--- config.mk ---
export PLATFORM = sky130hd
export DESIGN_NAME = pipe_chain
export DESIGN_NICKNAME = d
export VERILOG_FILES = /design/src/rtl/pipe_pkg.sv /design/src/rtl/pipe_chain_if.sv /design/src/rtl/pipe_skid_stage.sv /design/src/rtl/pipe_chain.sv
export SDC_FILE = /design/constraint.sdc
export NUM_CORES = 1
export LEC_CHECK = 0
export BUFFER_PORTS_ARGS = -buffer_cell sky130_fd_sc_hd__buf_4
export CAP_MARGIN = 30
export CORE_MARGIN = 2
export CORE_UTILIZATION = 40
export CTS_CLUSTER_DIAMETER = 150
export DETAILED_ROUTE_END_ITERATION = 7
export PLACE_DENSITY = 0.71
export SETUP_SLACK_MARGIN = 0.5
export SYNTH_ARGS = -nofsm -noshare
export SYNTH_HDL_FRONTEND = slang
export SYNTH_SLANG_ARGS = --single-unit
--- constraint.sdc ---
create_clock -name i_clk -period 1.9 [get_ports i_clk]
set_input_delay 0.38 -clock i_clk [delete_from_list [all_inputs] [get_ports i_clk]]
set_output_delay 0.38 -clock i_clk [all_outputs]
set_load 0.01 [all_outputs]
--- src/rtl/pipe_pkg.sv ---
// Shared types for the pipe_chain skid pipeline.
// Stage state encoding and occupancy width helper.
package pipe_pkg;

    typedef enum logic [1:0] {
        ST_EMPTY = 2'd0,
        ST_HALF  = 2'd1,
        ST_FULL  = 2'd2
    } stage_st_e;

    function automatic int occ_width(input int depth);
        return $clog2(2 * depth + 1);
    endfunction

endpackage

--- src/rtl/pipe_chain_if.sv ---
// Valid/ready/data link between pipeline stages.
// master drives valid/data, slave drives ready.
interface pipe_chain_if #(
    parameter int W_DATA = 32
) ();
    logic              valid;
    logic              ready;
    logic [W_DATA-1:0] data;

    modport master (output valid, output data, input ready);
    modport slave  (input valid, input data, output ready);
endinterface

--- src/rtl/pipe_skid_stage.sv ---
// One two-entry skid stage: main register plus skid register.
// Upstream ready is a flop, so no path from downstream ready.
module pipe_skid_stage
    import pipe_pkg::*;
#(
    parameter int W_DATA = 32
) (
    input  logic         i_clk,
    input  logic         resetn,
    input  logic         i_flush,
    pipe_chain_if.slave  up,
    pipe_chain_if.master dn
);

    stage_st_e         state_q;
    stage_st_e         state_d;
    logic              rdy_q;
    logic [W_DATA-1:0] main_q;
    logic [W_DATA-1:0] skid_q;
    logic              accept;
    logic              drain;
    logic              ld_main;
    logic              ld_skid;
    logic              ld_from_skid;

    assign accept   = up.valid && rdy_q;
    assign drain    = (state_q != ST_EMPTY) && dn.ready;
    assign up.ready = rdy_q;
    assign dn.valid = (state_q != ST_EMPTY);
    assign dn.data  = main_q;

    // Next state and register load selects; flush wins over handshakes.
    always_comb begin
        state_d      = state_q;
        ld_main      = 1'b0;
        ld_skid      = 1'b0;
        ld_from_skid = 1'b0;
        if (i_flush) begin
            state_d = ST_EMPTY;
        end else begin
            unique case (state_q)
                ST_EMPTY: begin
                    if (accept) begin
                        state_d = ST_HALF;
                        ld_main = 1'b1;
                    end
                end
                ST_HALF: begin
                    if (accept && drain) begin
                        ld_main = 1'b1;
                    end else if (accept) begin
                        state_d = ST_FULL;
                        ld_skid = 1'b1;
                    end else if (drain) begin
                        state_d = ST_EMPTY;
                    end
                end
                ST_FULL: begin
                    if (drain) begin
                        state_d      = ST_HALF;
                        ld_from_skid = 1'b1;
                    end
                end
                default: state_d = ST_EMPTY;
            endcase
        end
    end

    // State register and registered upstream ready (low after flush).
    always_ff @(posedge i_clk or negedge resetn) begin
        if (!resetn) begin
            state_q <= ST_EMPTY;
            rdy_q   <= 1'b0;
        end else begin
            state_q <= state_d;
            rdy_q   <= !i_flush && (state_d != ST_FULL);
        end
    end

    // Payload registers; main only moves when its word is consumed.
    always_ff @(posedge i_clk or negedge resetn) begin
        if (!resetn) begin
            main_q <= '0;
            skid_q <= '0;
        end else begin
            if (ld_main)           main_q <= up.data;
            else if (ld_from_skid) main_q <= skid_q;
            if (ld_skid)           skid_q <= up.data;
        end
    end

endmodule

--- src/rtl/pipe_chain.sv ---
// DEPTH skid stages in series with occupancy and stall counters.
// Stall counter built only when PIPE_CHAIN_STALL_CNT_EN is defined.
module pipe_chain
    import pipe_pkg::*;
#(
    parameter  int W_DATA = 32,
    parameter  int DEPTH  = 2,
    localparam int W_OCC  = occ_width(DEPTH)
) (
    input  logic              i_clk,
    input  logic              resetn,
    input  logic              i_flush,
    input  logic              i_valid,
    output logic              o_ready,
    input  logic [W_DATA-1:0] i_data,
    output logic              o_valid,
    input  logic              i_ready,
    output logic [W_DATA-1:0] o_data,
    output logic [W_OCC-1:0]  o_occ,
    output logic [15:0]       o_stall_cnt
);

    pipe_chain_if #(.W_DATA(W_DATA)) link [0:DEPTH] ();

    logic             acc;
    logic             drn;
    logic [W_OCC-1:0] occ_q;

    assign link[0].valid     = i_valid;
    assign link[0].data      = i_data;
    assign o_ready           = link[0].ready;
    assign o_valid           = link[DEPTH].valid;
    assign o_data            = link[DEPTH].data;
    assign link[DEPTH].ready = i_ready;

    for (genvar g = 0; g < DEPTH; g++) begin : g_stage
        pipe_skid_stage #(.W_DATA(W_DATA)) u_stage (
            .i_clk  (i_clk),
            .resetn (resetn),
            .i_flush(i_flush),
            .up     (link[g]),
            .dn     (link[g+1])
        );
    end

    assign acc   = i_valid && o_ready && !i_flush;
    assign drn   = o_valid && i_ready && !i_flush;
    assign o_occ = occ_q;

    // Occupancy: +1 on accept, -1 on drain, cleared by flush.
    always_ff @(posedge i_clk or negedge resetn) begin
        if (!resetn) begin
            occ_q <= '0;
        end else if (i_flush) begin
            occ_q <= '0;
        end else if (acc && !drn) begin
            occ_q <= occ_q + W_OCC'(1);
        end else if (!acc && drn) begin
            occ_q <= occ_q - W_OCC'(1);
        end
    end

`ifdef PIPE_CHAIN_STALL_CNT_EN
    logic [15:0] stall_q;

    // Saturating count of cycles where output waits on downstream.
    always_ff @(posedge i_clk or negedge resetn) begin
        if (!resetn) begin
            stall_q <= '0;
        end else if (o_valid && !i_ready && stall_q != 16'hFFFF) begin
            stall_q <= stall_q + 16'd1;
        end
    end

    assign o_stall_cnt = stall_q;
`else
    assign o_stall_cnt = '0;
`endif

endmodule

### Word level (Yosys, flattened, before mapping)

Index checks and enable logic that the tools add are counted.

| word-level totals | value |
|---|---|
| input bits | 37 |
| register bits after elaboration | 137 |
| word-level logic and storage cells | 78 |

| cells by class | value |
|---|---|
| mux-type cells | 40 |
| eq/ne operators | 6 |
| reductions and logical operators | 21 |
| $add $sub $neg | 2 |

Operator list:

| kind | count |
|---|---|
| $mux W32 | 4 |
| $mux W2 | 12 |
| $mux W1 | 17 |
| $pmux W2 S3 | 2 |
| $logic_and A1 B1 Y1 | 11 |
| $mux W3 | 3 |
| $reduce_bool A2 Y1 | 4 |
| $eq A2 B1 Y1 const B | 2 |
| $eq A2 B2 Y1 const B | 2 |
| $logic_not A2 Y1 | 2 |
| $ne A2 B2 Y1 const B | 2 |
| $pmux W1 S2 | 2 |
| $add A3 B1 Y3 const B | 1 |
| $logic_not A1 Y1 | 3 |
| $reduce_bool A3 Y1 | 1 |
| $sub A3 B1 Y3 const B | 1 |

### Logic depth before layout (Yosys ltp)

Gate-level depths: netlist (run 1).

| logic depth | value |
|---|---|
| word-level depth | 9 |
| mapped depth | 8 |
| gate-level depth less buffers | 7 |

### By module

From an unflattened synthesis (run 1), not the netlist that was laid out.

| second synthesis, totals | value |
|---|---|
| cells, all modules | 427 |
| area, all modules | 6466.2 um^2 |

Modules (own cells, without submodules):

| module | times used | cells an instance | area an instance (um^2) | sequential area each (um^2) |
|---|---|---|---|---|
| pipe_skid_stage | 2 | 192 | 3042.9 | 1676.6 |
| pipe_chain | 1 | 43 | 380.4 | 75.1 |

### Least setup slack after synthesis (run 1)

OpenSTA, ideal clock, no wires.

| timing | value |
|---|---|
| path kind | register -> register |
| start | register g_stage[1].u_stage.state_q[1] |
| end | register occ_q[2] (netlist: o_occ[2]) |
| data required time | 1.768 ns |
| arrival time | 1.785 ns |
| path buffers | 1 |
| cell stages (with the launch flop) | 9 |
| setup time | 0.132 ns |
| setup slack | -0.017 ns |
| cells stage by stage | dfrtp_1 -> buf_4 -> o21ai_0 -> nor3b_1 -> fa_1 -> and3b_1 -> mux2i_1 -> xor2_1 -> nor2_1 |

| on the way | value |
|---|---|
| cells in the longest elaborated chain, start to end | 7 |

RTL lines:

| what | line | text |
|---|---|---|
| from (decl) | pipe_skid_stage.sv:15 | `stage_st_e state_q;` |
| from (signal assigned) | pipe_skid_stage.sv:75 | `state_q <= state_d;` |
| $reduce_bool A2 Y1 (*) | pipe_skid_stage.sv:29 | `assign dn.valid = (state_q != ST_EMPTY);` |
| $logic_and A1 B1 Y1 (*) (2 in series) | pipe_chain.sv:47 | `assign drn = o_valid && i_ready && !i_flush;` |
| $logic_not A1 Y1 | pipe_chain.sv:56 | `end else if (acc && !drn) begin` |
| $logic_and A1 B1 Y1 | pipe_chain.sv:56 |  |
| $mux W3 | pipe_chain.sv:56 |  |
| $mux W3 | pipe_chain.sv:54 | `end else if (i_flush) begin` |
| to (signal assigned) | pipe_chain.sv:57 | `occ_q <= occ_q + W_OCC'(1);` |
| to (signal assigned) | pipe_chain.sv:59 | `occ_q <= occ_q - W_OCC'(1);` |
| to (decl) | pipe_chain.sv:27 | `logic [W_OCC-1:0] occ_q;` |

Every way passes the cells marked *; elsewhere a longest branch is shown, timed or not.
A chain may end at the register's enable or synchronous reset.

### Final worst setup path (run 1)

| timing | value |
|---|---|
| start | register g_stage[1].u_stage.state_q[0] |
| end | register g_stage[1].u_stage.main_q[22] |

| on the way | value |
|---|---|
| cells in the longest elaborated chain, start to end | 7 |

RTL lines:

| what | line | text |
|---|---|---|
| $reduce_bool A2 Y1 | pipe_skid_stage.sv:27 | `assign drain = (state_q != ST_EMPTY) && dn.ready;` |
| $logic_and A1 B1 Y1 | pipe_skid_stage.sv:27 |  |
| $logic_and A1 B1 Y1 | pipe_skid_stage.sv:49 | `if (accept && drain) begin` |
| $mux W1 | pipe_skid_stage.sv:49 |  |
| $pmux W1 S2 | pipe_skid_stage.sv:41 | `unique case (state_q)` |
| $mux W1 | pipe_skid_stage.sv:38 | `if (i_flush) begin` |
| $mux W32 or $reduce_bool A2 Y1 (tied branches) | - |  |
| to (signal assigned) | pipe_skid_stage.sv:86 | `if (ld_main) main_q <= up.data;` |
| to (signal assigned) | pipe_skid_stage.sv:87 | `else if (ld_from_skid) main_q <= skid_q;` |
| to (decl) | pipe_skid_stage.sv:18 | `logic [W_DATA-1:0] main_q;` |

Parallel ways exist; a longest one is shown, timed or not.

==> results of run 1 <==
-- through the flow --
| step | setup WS (ps) | cells | util |
|---|---|---|---|
| final | 140.1 | 821 | 0.5988 |
| after global routing | 70.38 | 821 | 0.5988 |
| after CTS | 186.1 | 803 | 0.5734 |
| after detailed placement | 3.120 | 733 | 0.4791 |
| after global placement | -2.535 | 733 | 0.4791 |
| after floorplan | 247.9 | 503 | - |
-- placed cells by master, fill, tap and decap left out, drive strengths merged, types with 3 or more instances in the layout --
master	count
a21oi	5
a22oi	29
buf	141
bufinv	3
clkbuf	27
clkinv	3
conb	16
dfrtp	137
inv	4
mux2	65
mux2i	38
nand2	98
nor2	7
nor3	3
o21ai	37
-- power groups by stage --
stage,registers (W),logic (W),clock network (W)
6_report,0.00384,0.00154,0.00331
5_1_grt,0.00391,0.00168,0.00350
4_1_cts,0.00382,0.00148,0.00337
3_5_place_dp,0.00385,0.00135,0
3_3_place_gp,0.00382,0.00130,0
2_1_floorplan,0.00387,0.000637,0
-- state kept, by name, summed over array words and instances (netlist names) --
register                  count
g_stage.u_stage.dn.data      64
o_occ                         3
g_stage.u_stage.state_q       4
g_stage.u_stage.skid_q       64
g_stage.u_stage.up.ready      2
-- cells in the mapped netlist, drive strengths merged --
master,count,share of area
o21ai,37,0.032
or2,1,0.0011
a22oi,29,0.037
and2,1,0.0011
xor2,2,0.0029
nand2,98,0.062
nor2b,1,0.0011
conb,1,0.00063
o2bb2ai,1,0.0015
or3b,1,0.0019
fa,1,0.0034
nand2b,1,0.0011
buf,36,0.049
nor4,1,0.0036
dfrtp,137,0.58
nor3b,1,0.0013
a21oi,4,0.0040
and4bb,2,0.0042
clkbuf,8,0.0055
nor3,3,0.0034
mux2i,38,0.064
mux2,65,0.12
a21boi,2,0.0025
xnor2,1,0.0015
nor2,7,0.0072
and2b,1,0.0013
o22a,1,0.0015
o31ai,1,0.0013
and3b,2,0.0029
inv,4,0.0025
-- layout make-up --
cell class              instances  area (um2)
repair buffers                146        1749
inverters                       4       15.01
clock buffers                  23       467.9
flip-flops and latches        137        3435
multi-input cells             319        2686
fillers                      1133        5831
well taps                     184       230.2
clock inverters                 8       120.1
-- worst max-delay path, cell delays in order (launching register included) --
cell and delay, ps:
dfrtp_2 440, or3b_4 420, nor2_8 200, buf_6 140, buf_16 130, mux2i_2 210, o21ai_1 90
-- metal layers --
layer | global-route usage | up-vias
met1 | 0.2555 | 2155
met4 | 0.07304 | 0
met2 | 0.3419 | 112
li1 | - | 1947
met3 | 0.05140 | 29
met5 | 0 | -
-- worst max-delay path by stage --
stage	slack, ps	start	cells past startpoint	to
after global placement	-3	i_flush	5	g_stage[0].u_stage.dn.data[4]
after CTS	190	g_stage[1].u_stage.state_q[0]	7	o_occ[2]
after floorplan	250	g_stage[1].u_stage.state_q[1]	8	o_occ[2]
after global routing	70	g_stage[1].u_stage.state_q[0]	6	g_stage[1].u_stage.dn.data[22]
final	140	g_stage[1].u_stage.state_q[0]	6	g_stage[1].u_stage.dn.data[22]
after detailed placement	3	i_flush	5	g_stage[0].u_stage.dn.data[12]
-- what timing repair did --
item | 4_1_cts | 5_1_grt
gates resized for setup | 64 | 24
hold buffers | 1 | 0
hold endpoints to repair | 26 | 0
pin swaps | 18 | 12
endpoints found under the setup margin | 132 | 135
gates cloned | 14 | 6
buffers inserted | 24 | 12
-- cells by family after synthesis --
family                     count (synthesis)  synth area share
and+or+nand+nor                          120           0.09177
other                                      1         0.0006308
xor gates and xnor gates                   3          0.004421
adders and majority gates                  1          0.003368
buffers and inverters                     48           0.05683
AOI/OAI and AO/OA                         75           0.07914
muxes                                    103            0.1871
DFF                                      137            0.5767
==> impl_metrics.env, run 1 <==
export IMPL_synthDistinctLibCells=39
export IMPL_crit_arrival_ps=2060
export IMPL_regToRegSetupSlack_ps=140
export IMPL_wl_per_cell_um=19.99
export IMPL_whs_path_depth=2
export IMPL_antennaDiodeCount=0
export IMPL_drt_iter0_drc=262
export IMPL_cp_end_kind="flip-flop"
export IMPL_clkPwrFrac=0.381
export IMPL_cts_sinks=137
export IMPL_timing_rr_end="g_stage[1].u_stage.dn.data[22]"
export IMPL_ant_nets=0
export IMPL_htreeDepth=4
export IMPL_worstHoldPathType="in2reg"
export IMPL_grt_overflow=0
export IMPL_routed_wl_met2_mm=8.412
export IMPL_hold_end="g_stage[1].u_stage.state_q[1]"
export IMPL_place_hpwl_mm=8.090
export IMPL_grt_max_degree=46
export IMPL_reg2reg_depth=6
export IMPL_yosysSeqAreaShare=0.5767
export IMPL_clk_path_buf_depth=2
export IMPL_antenna_found_initial=0
export IMPL_drive_gt1_frac=0.4662
export IMPL_coreArea_um2=14530
export IMPL_num_vias=4243
export IMPL_initial_utilization=0.4090
export IMPL_netlist_area_um2=5944
export IMPL_die_w_um=125.9
export IMPL_first_global_vias=4423
export IMPL_fp_dieH_um=125.9
export IMPL_cts_tree="built"
export IMPL_final_area_um2=8703
export IMPL_irDropWorstVdd_uv=607.3
export IMPL_path_class="reg2reg"
export IMPL_seq_power_share=0.442
export IMPL_track_usage=0.2033
export IMPL_wl_met3_um=672
export IMPL_ys_warnings_count=0
export IMPL_post_synth_cell_area_avg_um2=12.18
export IMPL_drt_first_pass_iters=6
export IMPL_worstSetupStartpointType="flip-flop"
export IMPL_switching_power_w=0.002276
export IMPL_hp_start="i_ready"
export IMPL_finalHoldViolCount=0
export IMPL_routed_wl_mm=16.41
export IMPL_period_needed_ps=1760
export IMPL_viasPerCell=5.168
export IMPL_power_w=0.008687
export IMPL_r2r_start="g_stage[1].u_stage.state_q[0]"
export IMPL_cts_root_buf="clkbuf_16"
export IMPL_portBuffers=73
export IMPL_p_per_area_nw_per_um2=998.2
export IMPL_power_leakage_nw=4.173
export IMPL_tns_ps=0
export IMPL_maxCapViolations=0
export IMPL_finalMaxSlewViolations=0
export IMPL_synth_cells=488
export IMPL_placed_area_um2=6963
export IMPL_swShare=0.2619
export IMPL_p_int_w=0.006412
export IMPL_finalSetupViolations=0
export IMPL_num_rows=44
export IMPL_nets=663
export IMPL_fin_hold_ws_ps=175.8
export IMPL_status="complete, no violations"
export IMPL_syn_to_final_growth_pct=46.41
export IMPL_numCtsBuffers=17
export IMPL_max_freq_mhz=568.2
export IMPL_synth_seq_cells=137
export IMPL_pwr_share_comb=0.177
export IMPL_period_share=0.9263
export IMPL_routabilityCongestion=0.7693
export IMPL_skew_ps=9.200
export IMPL_cp_required_ps=2200
export IMPL_rsz0062_at_grt="yes"
export IMPL_io_pins=90
export IMPL_highest_layer="met4"
export IMPL_clock_latency_ps=420
export IMPL_wl_met1_mm=6.907
export IMPL_grt_pass1_wl_mm=24.57
export IMPL_clkSlewWorstSetupHoldPaths_ps=60
export IMPL_crit_fanout=7
export IMPL_die_area_um2=15850
export IMPL_drc=0
(Power assumes the default switching activity.)
==> inputs of run 2 (changes only) <==
- clock period: 1.9 -> 1.5 ns (I/O delays scaled with it)
==> impl_metrics.env, run 2 (synthesis gave the netlist of run 1 again) <==
export IMPL_status="finished, violations left"
export IMPL_failed_checks="setup timing"
export IMPL_r2r_start="g_stage[1].u_stage.state_q[0]"
export IMPL_num_rows=44
export IMPL_antenna_found_initial=0
export IMPL_finalMaxSlewViolations=0
export IMPL_timing_rr_end="g_stage[1].u_stage.dn.data[31]"
export IMPL_cts_tree="built"
export IMPL_numCtsBuffers=17
export IMPL_mostFrequentLayoutCells="dfrtp_1 (132), buf_4 (76), buf_6 (63)"
export IMPL_cts_sinks=137
export IMPL_seq_power_share=0.435
export IMPL_first_global_vias=4519
export IMPL_cp_required_ps=1790
export IMPL_initial_utilization=0.4090
export IMPL_wl_per_cell_um=19.09
export IMPL_routed_wl_mm=16.17
export IMPL_htreeDepth=4
export IMPL_nets=688
export IMPL_period_share=1.207
export IMPL_drc=0
export IMPL_clkSlewWorstSetupHoldPaths_ps=60
export IMPL_crit_slowest_cell="or3b_4"
export IMPL_clock_latency_ps=420
export IMPL_finish_utilization=0.6261
export IMPL_drt_first_pass_iters=4
export IMPL_coreArea_um2=14530
export IMPL_die_area_um2=15850
export IMPL_cts_root_buf="clkbuf_16"
export IMPL_critical_path_max_stage_delay_ps=430
export IMPL_ant_nets=0
export IMPL_grt_busiest_layer="met2"
export IMPL_clk_path_buf_depth=2
export IMPL_tns_ps=-12810
export IMPL_fill_cells=1084
export IMPL_syn_to_final_growth_pct=53.08
export IMPL_viasPerCell=5.142
export IMPL_place_hpwl_mm=8.501
export IMPL_rsz0062_at_grt="yes"
export IMPL_num_vias=4355
export IMPL_hp_start="i_data[29]"
export IMPL_routabilityCongestion=0.7472
export IMPL_fp_dieH_um=125.9
export IMPL_drive_gt1_frac=0.5535
export IMPL_track_usage=0.2035
export IMPL_path_class="reg2reg"
export IMPL_grt_use_met2=0.3416
export IMPL_finalHoldViolCount=0
export IMPL_pwr_share_comb=0.216
export IMPL_drt_iter0_drc=166
export IMPL_hold_end="g_stage[0].u_stage.dn.data[29]"
export IMPL_use_met1=0.2619
export IMPL_die_w_um=125.9
export IMPL_place_ws_ps=-254.9
export IMPL_grt_overflow=0
export IMPL_grt_pass1_wl_mm=24.96
export IMPL_crit_arrival_ps=2100
export IMPL_whs_path_depth=3
export IMPL_cp_end_kind="flip-flop"
export IMPL_fin_hold_ws_ps=108.0
export IMPL_cp_num_cells=6
export IMPL_p_per_area_nw_per_um2=1250
export IMPL_use_met3=0.05225
export IMPL_setup_ws_ps=-310.4
export IMPL_portBuffers=73
export IMPL_critical_path_top_delay_family="simple AND/OR/NAND/NOR gates"
export IMPL_switching_power_w=0.003060
export IMPL_mostFrequentLayoutCell="dfrtp_1"
export IMPL_antennaDiodeCount=0
export IMPL_regToRegSetupSlack_ps=-310
export IMPL_irDropWorstVdd_uv=857.2
export IMPL_p_int_w=0.008312
export IMPL_max_freq_mhz=552.4
export IMPL_worstHoldPathType="in2reg"
export IMPL_clkPwrFrac=0.349
export IMPL_skew_ps=9.706
export IMPL_grt_max_degree=65
export IMPL_critPathBufInv=2
export IMPL_period_needed_ps=1810
export IMPL_crit_chain="buf_6 > or3b_4 > nor2_8 > buf_12 > mux2i_2 > o21ai_1"
export IMPL_power_leakage_nw=4.336
export IMPL_io_pins=90
export IMPL_swShare=0.2691
export IMPL_worstSetupStartpointType="flip-flop"
export IMPL_crit_fanout=9
export IMPL_maxCapViolations=0
export IMPL_reg2reg_depth=6
export IMPL_finalSetupViolations=113
run 2: changes by cell type in the layout (fill, tap and decap cells not counted), sizes merged:
cell / change
clkbuf: +1
bufinv: -2
clkinvlp: -1
clkinv: +2
buf: +26
run 2: per-layer routing:
metal  share of wire  up-vias
li1                -     2007
met1            0.42     2230
met2            0.52       97
met3           0.044       21
met4           0.015        0
met5               0        -
run 2: metrics by stage:
step | total power [W] | area, um2 | std cells
after floorplan | 0.005723 | 6371 | 503
after CTS | 0.01125 | 8777 | 835
after detailed placement | 0.006647 | 7161 | 749
final | 0.01137 | 9100 | 847
after global routing | 0.01191 | 9100 | 847
after global placement | 0.006541 | 7161 | 749
run 2: layout make-up:
cell class,count,area [um2],share of cell area
repair buffers,171,2001,0.2199
flip-flops and latches,137,3435,0.3774
inverters,4,15.01,0.001650
well taps,184,230.2,0.02530
multi-input cells,319,2858,0.3140
clock buffers,25,495.5,0.05445
clock inverters,7,66.31,0.007287
run 2: worst max path at each step:
stage / from / to / slack, ps
floorplan: g_stage[1].u_stage.state_q[1] / o_occ[2] / -160
global placement: i_flush / g_stage[0].u_stage.dn.data[8] / -220
detailed placement: g_stage[0].u_stage.state_q[1] / g_stage[0].u_stage.dn.data[15] / -250
CTS: g_stage[1].u_stage.state_q[0] / o_valid / -220
global route: g_stage[1].u_stage.state_q[0] / g_stage[1].u_stage.dn.data[10] / -360
finish: g_stage[1].u_stage.state_q[0] / g_stage[1].u_stage.dn.data[31] / -310
run 2: repair_timing:
action | CTS | global route
setup buffers | 41 | 10
gates cloned | 12 | 2
hold endpoints to repair | 29 | 0
gates resized for setup | 109 | 50
endpoints found under the setup margin | 174 | 174
pin swaps | 35 | 25
hold buffers | 1 | 0
run 2: tightest hold or removal path: cells and delay by family:
| family | cells | cell delay, ps |
|---|---|---|
| buffers and inverters | 1 | 100 |
| AOI/OAI and AO/OA | 1 | 50 |
| and+or+nand+nor | 1 | 40 |
run 2: power by group through the flow:
| stage | logic, W | registers, W | clock network [W] |
|---|---|---|---|
| 2_1_floorplan | 0.000817 | 0.00491 | 0 |
| 3_3_place_gp | 0.00170 | 0.00485 | 0 |
| 3_5_place_dp | 0.00176 | 0.00488 | 0 |
| 4_1_cts | 0.00233 | 0.00489 | 0.00402 |
| 5_1_grt | 0.00265 | 0.00502 | 0.00423 |
| 6_report | 0.00245 | 0.00495 | 0.00397 |
==> inputs of run 3 (changes only) <==
- CTS_BUF_LIST: not set -> sky130_fd_sc_hd__clkbuf_4 sky130_fd_sc_hd__clkbuf_8
- TNS_END_PERCENT: not set -> 10
==> impl_metrics.env, run 3 (synthesis gave the netlist of run 1 again) <==
export IMPL_mostFrequentLayoutCells="dfrtp_1 (135), nand2_1 (96), mux2_2 (64)"
export IMPL_status="finished, violations left"
export IMPL_place_hpwl_mm=8.337
export IMPL_worstSetupStartpointType="flip-flop"
export IMPL_antennaDiodeCount=0
export IMPL_max_freq_mhz=598.1
export IMPL_nets=629
export IMPL_final_cells=788
export IMPL_die_w_um=125.9
export IMPL_rsz0062_at_grt="yes"
export IMPL_dpl_cell_count=752
export IMPL_finalHoldViolCount=0
export IMPL_place_ws_ps=-213.8
export IMPL_skew_ps=10.98
export IMPL_routabilityCongestion=0.7382
export IMPL_cts_sinks=137
export IMPL_regToRegSetupSlack_ps=-170
export IMPL_mostFrequentLayoutCell="dfrtp_1"
export IMPL_pwr_share_comb=0.191
export IMPL_period_share=1.115
export IMPL_coreArea_um2=14530
export IMPL_cp_end_kind="flip-flop"
export IMPL_cp_required_ps=1820
export IMPL_wl_per_cell_um=15.74
export IMPL_period_needed_ps=1672
export IMPL_grt_pass1_wl_mm=20.62
export IMPL_p_int_w=0.007226
export IMPL_first_global_vias=4138
export IMPL_htreeDepth=4
export IMPL_grt_max_degree=40
export IMPL_portBuffers=73
export IMPL_worstHoldPathType="in2reg"
export IMPL_cts_root_buf="clkbuf_8"
export IMPL_cts_tree="built"
export IMPL_switching_power_w=0.002677
export IMPL_drt_first_pass_iters=4
export IMPL_num_vias=3893
export IMPL_ant_nets=0
export IMPL_p_per_area_nw_per_um2=1297
export IMPL_failed_checks="setup timing"
export IMPL_setup_ws_ps=-171.9
export IMPL_clk_path_buf_depth=2
export IMPL_drc=0
export IMPL_clkSlewWorstSetupHoldPaths_ps=80
export IMPL_io_pins=90
export IMPL_initial_utilization=0.4090
export IMPL_crit_fanout=15
export IMPL_power_leakage_nw=3.643
export IMPL_syn_to_final_growth_pct=28.39
export IMPL_antenna_found_initial=0
export IMPL_path_class="reg2reg"
export IMPL_clock_latency_ps=440
export IMPL_clkPwrFrac=0.319
export IMPL_finalSetupViolations=35
export IMPL_power_w=0.009902
export IMPL_die_area_um2=15850
export IMPL_maxCapViolations=0
export IMPL_grt_overflow=0
export IMPL_routed_wl_mm=12.40
export IMPL_seq_power_share=0.490
export IMPL_viasPerCell=4.940
export IMPL_finish_utilization=0.5251
export IMPL_crit_arrival_ps=1990
export IMPL_drt_iter0_drc=181
export IMPL_swShare=0.2703
export IMPL_fp_dieH_um=125.9
export IMPL_drive_gt1_frac=0.3808
export IMPL_irDropWorstVdd_uv=624.9
export IMPL_track_usage=0.1644
export IMPL_numCtsBuffers=17
export IMPL_num_rows=44
export IMPL_finalMaxSlewViolations=0
## run 3: critical path: stages (launching register included)
cell and delay, ps:
dfrtp_2 460, or3b_4 450, nor2_8 160, buf_12 200, mux2i_1 200, o21ai_1 90
## run 3: power groups by stage
stage / logic [W] / registers [W] / clock network, W
6_report: 0.00189 / 0.00486 / 0.00316
3_3_place_gp: 0.00165 / 0.00482 / 0
4_1_cts: 0.00191 / 0.00485 / 0.00324
2_1_floorplan: 0.000762 / 0.00487 / 0
3_5_place_dp: 0.00172 / 0.00486 / 0
5_1_grt: 0.00207 / 0.00494 / 0.00343
## run 3: worst paths after layout
path / from / endpoint / depth (start not counted)
worst min register to register: g_stage[0].u_stage.skid_q[16] / g_stage[0].u_stage.dn.data[16] / 2
max in group asynchronous: resetn / g_stage[1].u_stage.dn.data[5] / 3
worst max register to register: g_stage[1].u_stage.state_q[0] / g_stage[1].u_stage.dn.data[24] / 5
worst min-delay path: i_flush / g_stage[0].u_stage.up.ready / 2
min in group asynchronous: resetn / g_stage[0].u_stage.skid_q[28] / 2
worst max-delay path: g_stage[1].u_stage.state_q[0] / g_stage[1].u_stage.dn.data[24] / 5
## run 3: stage by stage
stage          TNS (ps)  instance area, um2  hold slack, ps
3_5_place_dp      -8314                6948           255.6
2_1_floorplan     -2066                6021           4.409
3_3_place_gp      -5052                6948           241.6
6_report          -4680                7632           63.89
5_1_grt          -10540                7632           48.09
4_1_cts           -4283                7585           28.50
## run 3: metal layers
metal	part of all wire	global-route usage	up-vias
met5	0	0	-
met1	0.44	0.2072	1943
met2	0.50	0.2755	79
li1	-	-	1857
met4	0.012	0.05236	0
met3	0.043	0.04630	14
## run 3: what timing repair did
action | in CTS | in global routing
pin swaps | 7 | 1
hold buffers | 1 | 0
setup buffers | 1 | 1
endpoints found under the setup margin | 174 | 174
gates resized for setup | 52 | 4
hold endpoints to repair | 34 | 0
cloned | 0 | 1
## run 3: final cells by class
type	instances	area, um2
Sequential cell	137	3431
Timing Repair Buffer	113	1214
Inverter	4	15.01
Clock buffer	20	275.3
Tap cell	184	230.2
Clock inverter	12	147.6
Fill cell	1250	6902
Multi-Input combinational cell	318	2320
